[src/rtl/sipo_deser_if.sv]
// Link between the serial front end and the word-wide consumer of sipo_deser.
// The master side drives the serial bits and the handshake; the slave side is the deserialiser.
interface sipo_deser_if #(
  parameter int WIDTH = 4
);
  localparam int CW = $clog2(WIDTH);

  logic             si;
  logic             si_en;
  logic             flush;
  logic             pout_ready;
  logic             ovf_clr;
  logic [WIDTH-1:0] pout;
  logic             pout_valid;
  logic [CW-1:0]    bit_cnt;
  logic             overflow;

  modport master (
    output si, si_en, flush, pout_ready, ovf_clr,
    input  pout, pout_valid, bit_cnt, overflow
  );

  modport slave (
    input  si, si_en, flush, pout_ready, ovf_clr,
    output pout, pout_valid, bit_cnt, overflow
  );
endinterface

[src/rtl/sipo_deser.sv]
// Serial-in/parallel-out deserialiser with a one-entry valid/ready output register.
// Shifting never stalls; a word completed while the output is still occupied is dropped and flagged.
module sipo_deser #(
  parameter int WIDTH     = 4,
  parameter bit MSB_FIRST = 1'b1
) (
  input  logic         clk,
  input  logic         rst,
  sipo_deser_if.slave  bus
);
  localparam int CW = $clog2(WIDTH);

  logic [WIDTH-1:0] sreg;
  logic [CW-1:0]    cnt;
  logic [WIDTH-1:0] pout_q;
  logic             valid_q;
  logic             ovf_q;
  logic [WIDTH-1:0] word_next;
  logic             shift;
  logic             complete;
  logic             free;

  generate
    if (MSB_FIRST) begin : g_msb
      assign word_next = {sreg[WIDTH-2:0], bus.si};
    end else begin : g_lsb
      assign word_next = {bus.si, sreg[WIDTH-1:1]};
    end
  endgenerate

  // flush discards the bit on its edge, so it also suppresses completion
  assign shift    = bus.si_en & ~bus.flush;
  assign complete = shift & (cnt == CW'(WIDTH - 1));
  assign free     = ~valid_q | bus.pout_ready;

  always_ff @(posedge clk or negedge rst) begin
    if (!rst) begin
      sreg    <= '0;
      cnt     <= '0;
      pout_q  <= '0;
      valid_q <= 1'b0;
      ovf_q   <= 1'b0;
    end else begin
      if (bus.flush) begin
        sreg <= '0;
        cnt  <= '0;
      end else if (bus.si_en) begin
        sreg <= word_next;
        cnt  <= complete ? '0 : cnt + CW'(1);
      end

      if (complete && free) begin
        pout_q  <= word_next;
        valid_q <= 1'b1;
      end else if (valid_q && bus.pout_ready) begin
        valid_q <= 1'b0;
      end

      // a drop on the same edge as a clear leaves the flag set
      if (complete && !free) begin
        ovf_q <= 1'b1;
      end else if (bus.ovf_clr) begin
        ovf_q <= 1'b0;
      end
    end
  end

  assign bus.pout       = pout_q;
  assign bus.pout_valid = valid_q;
  assign bus.bit_cnt    = cnt;
  assign bus.overflow   = ovf_q;
endmodule

[src/flat_wrapper.sv]
// flat-port wrapper written by rule: the top's interface ports become plain ports
module sipo_deser_flat 
#(
  parameter int WIDTH     = 4,
  parameter bit MSB_FIRST = 1'b1
)
  (clk, rst, bus_si, bus_si_en, bus_flush, bus_pout_ready, bus_ovf_clr, bus_pout, bus_pout_valid, bus_bit_cnt, bus_overflow);
  sipo_deser_if #(.WIDTH(WIDTH)) bus_i ();
  input  logic clk;
  input  logic rst;
  input wire logic [$bits(bus_i.si)-1:0] bus_si;
  input wire logic [$bits(bus_i.si_en)-1:0] bus_si_en;
  input wire logic [$bits(bus_i.flush)-1:0] bus_flush;
  input wire logic [$bits(bus_i.pout_ready)-1:0] bus_pout_ready;
  input wire logic [$bits(bus_i.ovf_clr)-1:0] bus_ovf_clr;
  output wire logic [$bits(bus_i.pout)-1:0] bus_pout;
  output wire logic [$bits(bus_i.pout_valid)-1:0] bus_pout_valid;
  output wire logic [$bits(bus_i.bit_cnt)-1:0] bus_bit_cnt;
  output wire logic [$bits(bus_i.overflow)-1:0] bus_overflow;
  assign bus_i.si = bus_si;
  assign bus_i.si_en = bus_si_en;
  assign bus_i.flush = bus_flush;
  assign bus_i.pout_ready = bus_pout_ready;
  assign bus_i.ovf_clr = bus_ovf_clr;
  assign bus_pout = bus_i.pout;
  assign bus_pout_valid = bus_i.pout_valid;
  assign bus_bit_cnt = bus_i.bit_cnt;
  assign bus_overflow = bus_i.overflow;
  sipo_deser #(.WIDTH(WIDTH), .MSB_FIRST(MSB_FIRST)) u_core (.clk(clk), .rst(rst), .bus(bus_i));
endmodule
[config.mk]
export PLATFORM = sky130hd
export DESIGN_NAME = sipo_deser_flat
export DESIGN_NICKNAME = d
export VERILOG_FILES = /design/src/rtl/sipo_deser_if.sv /design/src/rtl/sipo_deser.sv /design/src/flat_wrapper.sv
export SDC_FILE = /design/constraint.sdc
export NUM_CORES = 1
export LEC_CHECK = 0
export BUFFER_PORTS_ARGS = -buffer_cell sky130_fd_sc_hd__buf_4
export CAP_MARGIN = 25
export CORE_AREA = 8 8 45 47
export CTS_CLUSTER_SIZE = 20
export DETAILED_ROUTE_END_ITERATION = 8
export DIE_AREA = 0 0 53 55
export SLEW_MARGIN = 20
export SYNTH_ARGS = -nofsm -noshare
export SYNTH_HDL_FRONTEND = slang
export SYNTH_SLANG_ARGS = --single-unit
[constraint.sdc]
create_clock -name clk -period 1.5 [get_ports clk]
set_input_delay 0.225 -clock clk [delete_from_list [all_inputs] [get_ports clk]]
set_output_delay 0.225 -clock clk [all_outputs]
set_load 0.005 [all_outputs]
==> run summary, run 1 <==
CTS clock-pin slew for the worst setup and hold paths = 70 ps
Max IR drop VDD = 0.000463 V
CTS tree = built
Die Y = 55 um
reg2reg setup slack = 180 ps
Mapped Avg Cell Area = 14.6 um^2
Hold WC Path Type = primary input to flip-flop
Initial Util = 0.347
Root Buffer = clkbuf_4
H-tree Lvls = 1
area grow syn2layout = 31.2%
Clock Latency Late Sink = 260 ps
GR Overflow Total = 0
switching portion of total power = 0.224
combinational power share = 0.139
fill count = 123
Area contributors post-synth = dfrtp_1 (57%), mux2_4 (13%), mux2i_1 (8.3%)
Post-synth EDFFs = 0
FFs w/ async S/R, synth = 1.00
Slew HR = 0.883
Fin. Hold Viols = 0
RSZ-0062 raised after global routing = no
Mapped Area = 480 um^2
Setup CP Type = flip-flop to flip-flop
vias in the first global route = 336
Total GRT Usage = 0.0701
final period utilization = 0.879
Diodes inserted = 0
sequential power share = 0.538
worst slew pin tran = 175 ps
Vias = 300
Overall Power = 605 uW
Worst Path Max Fanout = 4
Reg area = 275 um^2
Detailed Route WL = 836 um
Final Wtd Congestion = 0.630
Clk pwr share = 0.323
Critical R2R Capture = u_core.bus.pout[0]$_DFFE_PN0P_
TritonCTS Buffers = 3
crit end category = flip-flop
fin crit period = 1320 ps
final worst slack = 181 ps
Pint = 469 uW
initial antenna violation count = 0
Hold Path Sink = u_core.bus.overflow$_DFFE_PN0P_
Worst EP arrival = 1460 ps
CP startpoint kind = flip-flop
Worst Skew = 2.60 ps
leading area contributor after synthesis = dfrtp_1
I/O Pins = 15
Setup TNS Final = 0 ps
die width = 53 um
CTS Hold Bufs = 1
PwrDens = 959 nW/um^2
reg2reg start = u_core.bus.bit_cnt[0]$_DFFE_PN0P_
CTS resizes = 0
Max Freq = 0.758 GHz
Req. time, crit path = 1650 ps
Worst Hold Depth = 2
largest net degree at the start of global routing = 12
MaxCap Viol Count = 0
switching power = 135 uW
register bit total from synthesis = 11
Yosys top cell area share = 0.573
Hold Crit Start = bus_ovf_clr
status = finished clean
Syn Inst Count = 33
drt drc = 0
Core Util, Final = 0.456
syn_nets = 41
commonest cells in the netlist = dfrtp_1 (11), nor2_1 (5), mux2_4 (4), mux2i_1 (4)
wire per inst = 12.5 um
Worst Hold Margin = 149 ps
die area = 2920 um^2
core outline area = 1380 um^2
Max Root-Sink Buffers = 2
pre-CTS setup slack = 186 ps
Post-CTS Setup Bufs = 0
most numerous cell in the Yosys netlist = dfrtp_1
Seq/Total Area, Yosys = 0.573
first-pass GRT wire length = 1.48 mm
clk sinks = 11
Synth cell types = 13
static leakage = 0.352 nW
iteration-0 DRC count of the detailed router = 1
share of layout cells above drive strength 1 = 0.451
Post-DRT Antenna Nets = 0
via-per-instance ratio = 4.48
multi-input logic area = 190 um^2
FF-to-FF path depth = 4
final net count = 60
Top FF cell, synth = dfrtp_1
Synth Warn # = 0
final setup fails = 0
iteration count of the initial detailed-routing pass = 2
row count = 14
port buffer count = 14
max-slew violations = 0
[per-layer routing]
metal | wire (um) | part of all wire | track usage
met4 | 0 | 0 | 0.0388
met1 | 369 | 0.44 | 0.0797
met2 | 362 | 0.43 | 0.102
met3 | 104 | 0.12 | 0.0401
met5 | 0 | 0 | 0
[power by group through the flow]
stage / Sequential, mW / Clock, mW / Combinational [mW]
floorplan: 0.331 / 0 / 0.0383
global placement: 0.331 / 0 / 0.0833
detailed placement: 0.331 / 0 / 0.0841
CTS: 0.325 / 0.209 / 0.0865
global route: 0.329 / 0.225 / 0.0936
finish: 0.325 / 0.195 / 0.0839
[through the flow]
step / std cells / area [um^2]
2_1_floorplan: 33 / 480
3_3_place_gp: 62 / 594
3_5_place_dp: 62 / 594
4_1_cts: 67 / 631
5_1_grt: 67 / 631
6_report: 67 / 631
[layout by cell type (no fill, tap or decap), types with 3 or more instances in the layout]
cell type | synthesis | final
nor2_1 | 5 | 5
clkbuf_4 | 0 | 3
buf_4 | 0 | 14
dfrtp_1 | 11 | 11
mux2_4 | 4 | 4
mux2i_1 | 4 | 4
[worst max-delay path, stage by stage, from the launching register on]
cell      delay, ps
dfrtp_1         380
ha_1            200
nand3b_4        100
nor2b_4         200
mux2_4          320
[worst max-delay path by stage]
| stage | start | to | slack [ps] | cells after the start |
|---|---|---|---|---|
| global placement | u_core.bus.bit_cnt[0]$_DFFE_PN0P_ | u_core.bus.pout[1]$_DFFE_PN0P_ | 210 | 4 |
| finish | u_core.bus.bit_cnt[0]$_DFFE_PN0P_ | u_core.bus.pout[0]$_DFFE_PN0P_ | 180 | 4 |
| CTS | u_core.bus.bit_cnt[0]$_DFFE_PN0P_ | u_core.bus.pout[0]$_DFFE_PN0P_ | 170 | 4 |
| detailed placement | u_core.bus.bit_cnt[0]$_DFFE_PN0P_ | u_core.bus.pout[0]$_DFFE_PN0P_ | 190 | 4 |
| floorplan | u_core.bus.bit_cnt[0]$_DFFE_PN0P_ | u_core.bus.pout[0]$_DFFE_PN0P_ | 220 | 4 |
| global route | u_core.bus.bit_cnt[0]$_DFFE_PN0P_ | u_core.bus.pout[0]$_DFFE_PN0P_ | 100 | 4 |
[cells by family (layout without fill, tap and decap cells)]
group,count (synthesis),in the layout,synth area share
XOR/XNOR,1,1,0.0182
buffers and inverters,2,20,0.0312
AO/OA/AOI/OAI,1,1,0.0130
multiplexers,8,8,0.208
AND/OR/NAND/NOR,9,9,0.130
flip-flops,11,11,0.573
adder cells (fa/ha/maj),1,1,0.0260
[flip-flops by register name, summed over array words and instances, names as in the netlist]
signal,count
u_core.bus.bit_cnt,2
u_core.bus.overflow,1
u_core.bus.pout,4
u_core.bus.pout_valid,1
u_core.sreg,3
[area by class of cell]
type                       instances  area share
sequential                        11       0.437
inverter                           1     0.00595
multi-input combinational         20       0.302
tap                               16      0.0317
clock buffer                       4      0.0417
timing repair buffer              15       0.183
Note: power is estimated with default switching activity, not from simulation.
==> inputs of run 2 (changes only) <==
--- a/config.mk
+++ b/config.mk
@@ -7,10 +7,13 @@
 export LEC_CHECK = 0
 export BUFFER_PORTS_ARGS = -buffer_cell sky130_fd_sc_hd__buf_4
 export CAP_MARGIN = 25
-export CORE_AREA = 8 8 45 47
+export CELL_PAD_IN_SITES_DETAIL_PLACEMENT = 0
+export CELL_PAD_IN_SITES_GLOBAL_PLACEMENT = 1
+export CORE_MARGIN = 8
+export CORE_UTILIZATION = 36
 export CTS_CLUSTER_SIZE = 20
 export DETAILED_ROUTE_END_ITERATION = 8
-export DIE_AREA = 0 0 53 55
+export PLACE_DENSITY_LB_ADDON = 0.1
 export SLEW_MARGIN = 20
 export SYNTH_ARGS = -nofsm -noshare
 export SYNTH_HDL_FRONTEND = slang
==> run summary, run 2 (same netlist as run 1, synthesis figures left out) <==
Detailed Route WL = 883 um (+5.6%)
Diodes inserted = 0 (unchanged)
die area = 2760 um^2 (-5.3%)
Reg area = 275 um^2 (unchanged)
Slew HR = 0.884 (about the same)
Largest register FFs = 4 (unchanged)
Overall Power = 599 uW (-0.93%)
Worst Path Max Fanout = 4 (unchanged)
H-tree Lvls = 1 (unchanged)
most frequent cells in the layout = buf_4 (14), dfrtp_1 (11), nor2_1 (5), mux2i_1 (4), mux2_4 (4)
Core Util, Final = 0.496 (+0.0404)
Initial Util = 0.379 (+0.0315)
static leakage = 0.352 nW (unchanged)
share of layout cells above drive strength 1 = 0.451 (unchanged)
CP startpoint kind = flip-flop
fill count = 116 (-5.7%)
HPWL Detailed = 784 um
I/O Pins = 15 (unchanged)
MaxCap Viol Count = 0 (unchanged)
Die Y = 52.5 um (-4.5%)
drt drc = 0 (unchanged)
Vias = 300 (unchanged)
status = finished clean
TritonCTS Buffers = 3 (unchanged)
max-slew violations = 0 (unchanged)
iteration count of the initial detailed-routing pass = 1 (-1)
Worst EP arrival = 1470 ps (about the same)
Total GRT Usage = 0.0687 (-0.00140)
die width = 52.5 um (-0.89%)
Setup TNS Final = 0 ps (unchanged)
Max Freq = 0.750 GHz (-1.1%)
largest net degree at the start of global routing = 12 (unchanged)
PwrDens = 952 nW/um^2 (-0.74%)
Final Wtd Congestion = 0.788 (+25%)
via-per-instance ratio = 4.55 (+1.5%)
core outline area = 1270 um^2 (-8.3%)
CTS resizes = 0 (unchanged)
final period utilization = 0.889 (+0.00996)
most common cell after layout, fill and taps aside = buf_4
Fin. Hold Viols = 0 (unchanged)
first-pass GRT wire length = 1.37 mm (-7.4%)
Hold WC Path Type = primary input to flip-flop
fin crit period = 1330 ps (+14.9 ps)
Setup CP Type = flip-flop to flip-flop
clk sinks = 11 (unchanged)
row count = 13 (-1)
Max IR drop VDD = 0.000422 V (-8.8%)
final setup fails = 0 (unchanged)
crit end category = flip-flop
Max Root-Sink Buffers = 2 (unchanged)
initial antenna violation count = 0 (unchanged)
Root Buffer = clkbuf_4
final net count = 60 (unchanged)
Post-DRT Antenna Nets = 0 (unchanged)
wire per inst = 13.4 um (+7.2%)
multi-input logic area = 190 um^2 (unchanged)
RSZ-0062 raised after global routing = no
area grow syn2layout = 31.0%
iteration-0 DRC count of the detailed router = 0 (-1)
CTS tree = built
Req. time, crit path = 1630 ps (-20 ps)
Clock Latency Late Sink = 250 ps (about the same)
vias in the first global route = 324 (-3.6%)
Post-CTS Setup Bufs = 0 (unchanged)
port buffer count = 14 (unchanged)
GR Overflow Total = 0 (unchanged)
CTS clock-pin slew for the worst setup and hold paths = 60 ps (about the same)
worst slew pin tran = 174 ps (-1.16 ps)
Worst Skew = 4.31 ps (+1.71 ps)
## run 2: cell counts in the layout (fill, tap and decap cells not counted)
Identical to the previous run, type by type.
## run 2: final cells by class
class | count | share of cell area
Clock buffer | 4 | 0.0417
Sequential cell | 11 | 0.437
Tap cell | 15 | 0.0298
Inverter | 1 | 0.00596
Multi-Input combinational cell | 20 | 0.302
Timing Repair Buffer | 15 | 0.183
## run 2: path summary, 6_finish.rpt
path,cells past startpoint,startpoint,slack (ps),to
worst max-delay path,4,u_core.bus.bit_cnt[0]$_DFFE_PN0P_,170,u_core.bus.pout[2]$_DFFE_PN0P_
worst min-delay path,2,bus_ovf_clr,160,u_core.bus.overflow$_DFFE_PN0P_
worst max register to register,4,u_core.bus.bit_cnt[0]$_DFFE_PN0P_,170,u_core.bus.pout[2]$_DFFE_PN0P_
worst min register to register,1,u_core.sreg[2]$_DFFE_PN0P_,530,u_core.bus.pout[3]$_DFFE_PN0P_
max in group asynchronous,2,rst,1020,u_core.bus.bit_cnt[1]$_DFFE_PN0P_
min in group asynchronous,2,rst,340,u_core.bus.pout[3]$_DFFE_PN0P_
## run 2: through the flow
stage | worst slack (ps) | instance area, um^2 | hold slack (ps) | cells
global route | 109 | 629 | 144 | 66
finish | 166 | 629 | 160 | 66
CTS | 163 | 629 | 156 | 66
global placement | 216 | 593 | 60.1 | 61
floorplan | 223 | 480 | -70.6 | 33
detailed placement | 173 | 593 | 63.6 | 61
## run 2: critical path: stages, from the launching register on
cell and delay [ps]:
dfrtp_1 390, ha_1 210, nand3b_4 100, nor2b_4 200, mux2_4 320
## run 2: timing repair
action | in CTS | in global routing
hold buffers | 1 | 0
hold endpoints to repair | 11 | 0
setup endpoints to repair | 0 | 0
## run 2: power breakdown
| part | leakage [nW] | internal (mW) | switching, mW |
|---|---|---|---|
| clock | 0.0150 | 0.102 | 0.0849 |
| sequential | 0.150 | 0.314 | 0.0135 |
| combinational | 0.186 | 0.0533 | 0.0313 |
| total | 0.352 | 0.469 | 0.130 |
## run 2: per-layer routing
| layer | GRT usage | vias to the layer above | share of wire |
|---|---|---|---|
| li1 | - | 145 | - |
| met1 | 0.0722 | 147 | 0.38 |
| met2 | 0.115 | 8 | 0.52 |
| met3 | 0.0426 | 0 | 0.099 |
| met4 | 0.0129 | 0 | 0 |
| met5 | 0 | - | 0 |
==> inputs of run 3 (changes only) <==
==> constraint.sdc (replaced) <==
create_clock -name clk -period 1.5 [get_ports clk]
set_input_delay 0 -clock clk [delete_from_list [all_inputs] [get_ports clk]]
set_output_delay 0 -clock clk [all_outputs]
set_load 0.005 [all_outputs]
==> run summary, run 3 (same netlist as run 1, synthesis figures left out) <==
share of layout cells above drive strength 1 = 0.426 (-0.0251)
Worst EP arrival = 1470 ps (about the same)
Slew HR = 0.884 (about the same)
clk sinks = 11 (unchanged)
iteration-0 DRC count of the detailed router = 0 (unchanged)
Max Root-Sink Buffers = 2 (unchanged)
Setup TNS Final = 0 ps (unchanged)
largest net degree at the start of global routing = 12 (unchanged)
drt drc = 0 (unchanged)
Vias = 312 (+4.0%)
Post-DRT Antenna Nets = 0 (unchanged)
Max IR drop VDD = 0.000423 V (+0.13%)
Final Wtd Congestion = 0.788 (unchanged)
row count = 13 (unchanged)
Worst Path Max Fanout = 4 (unchanged)
met1 WL = 345 um (+3.6%)
Max Freq = 0.749 GHz (about the same)
Root Buffer = clkbuf_4
most common cell after layout, fill and taps aside = buf_4
routed wl met3 = 87 um (unchanged)
most frequent cells in the layout = buf_4 (14), dfrtp_1 (11), nor2_1 (5)
Die Y = 52.5 um (unchanged)
vias in the first global route = 333 (+2.8%)
TritonCTS Buffers = 3 (unchanged)
CTS tree = built
initial antenna violation count = 0 (unchanged)
static leakage = 0.364 nW (+3.6%)
iteration count of the initial detailed-routing pass = 1 (unchanged)
Fin. Hold Viols = 0 (unchanged)
die width = 52.5 um (unchanged)
crit end category = flip-flop
final setup fails = 0 (unchanged)
met2 wire len = 459 um (-0.65%)
final period utilization = 0.890 (about the same)
RSZ-0062 raised after global routing = no
max layer used = met3
core outline area = 1270 um^2 (unchanged)
GR Overflow Total = 0 (unchanged)
via-per-instance ratio = 4.52 (-0.52%)
final instance area = 659 um^2 (+4.8%)
CP startpoint kind = flip-flop
die area = 2760 um^2 (unchanged)
port buffer count = 14 (unchanged)
first-pass GRT wire length = 1.41 mm (+2.5%)
Total GRT Usage = 0.0698 (+0.00114)
area grow syn2layout = 37.2%
Setup CP Type = flip-flop to flip-flop
wire per inst = 12.9 um (-3.4%)
Post-CTS Setup Bufs = 0 (unchanged)
Clock Latency Late Sink = 250 ps (about the same)
Largest register FFs = 4 (unchanged)
max-slew violations = 0 (unchanged)
status = finished clean
reg2reg setup slack = 170 ps (about the same)
PwrDens = 918 nW/um^2 (-3.5%)
I/O Pins = 15 (unchanged)
CTS clock-pin slew for the worst setup and hold paths = 60 ps (about the same)
final net count = 63 (+5.0%)
Initial Util = 0.379 (unchanged)
placed standard-cell area = 593 um^2 (unchanged)
Detailed Route WL = 892 um (+1.0%)
Diodes inserted = 0 (unchanged)
Worst Skew = 4.05 ps (-0.264 ps)
worst slew pin tran = 174 ps (+0.0266 ps)
Req. time, crit path = 1630 ps (about the same)
Hold WC Path Type = primary input to flip-flop
fin crit period = 1330 ps (+0.918 ps)
HPWL Detailed = 784 um (unchanged)
H-tree Lvls = 1 (unchanged)
MaxCap Viol Count = 0 (unchanged)
==> run 3: layout make-up <==
cell class                 count  area (um^2)
inverter                       1         3.75
clock buffer                   4         26.3
timing repair buffer          18          145
tap                           15         18.8
multi-input combinational     20          190
sequential                    11          275
fill                         112          609
==> run 3: final timing paths <==
| check | startpoint | endpoint | cells after the start |
|---|---|---|---|
| setup / recovery | u_core.bus.bit_cnt[0]$_DFFE_PN0P_ | u_core.bus.pout[2]$_DFFE_PN0P_ | 4 |
| hold / removal | bus_pout_ready | u_core.bus.pout_valid$_DFFE_PN0P_ | 3 |
| setup reg to reg | u_core.bus.bit_cnt[0]$_DFFE_PN0P_ | u_core.bus.pout[2]$_DFFE_PN0P_ | 4 |
| hold reg to reg | u_core.sreg[2]$_DFFE_PN0P_ | u_core.bus.pout[3]$_DFFE_PN0P_ | 1 |
| max in group asynchronous | rst | u_core.bus.bit_cnt[1]$_DFFE_PN0P_ | 2 |
| min in group asynchronous | rst | u_core.bus.pout[3]$_DFFE_PN0P_ | 2 |
==> run 3: metal layers <==
layer | global-route usage | up-vias
met5 | 0 | -
li1 | - | 151
met1 | 0.0755 | 153
met4 | 0.0129 | 0
met3 | 0.0426 | 0
met2 | 0.115 | 8
==> run 3: metrics by stage <==
stage	setup slack, ps	total power, mW	utilization	std cells	hold WS, ps
floorplan	223	0.369	-	33	-296
global placement	216	0.413	0.467	61	-165
detailed placement	173	0.417	0.467	61	-161
CTS	163	0.613	0.520	69	55.3
global route	113	0.647	0.520	69	60.9
finish	166	0.606	0.520	69	56.7
==> run 3: critical path, stage by stage, from the launching register on <==
cell,delay (ps)
dfrtp_1,390
ha_1,210
nand3b_4,100
nor2b_4,200
mux2_4,320
==> run 3: power by group <==
part	internal [mW]	switching, mW
Combinational	0.0583	0.0326
Clock	0.102	0.0851
Sequential	0.314	0.0134
Total	0.474	0.131
==> run 3: repair_timing <==
action / in CTS / in global routing
hold buffers: 4 / 0
endpoints found under the hold margin: 18 / 0
gates resized for setup: 0 / 0
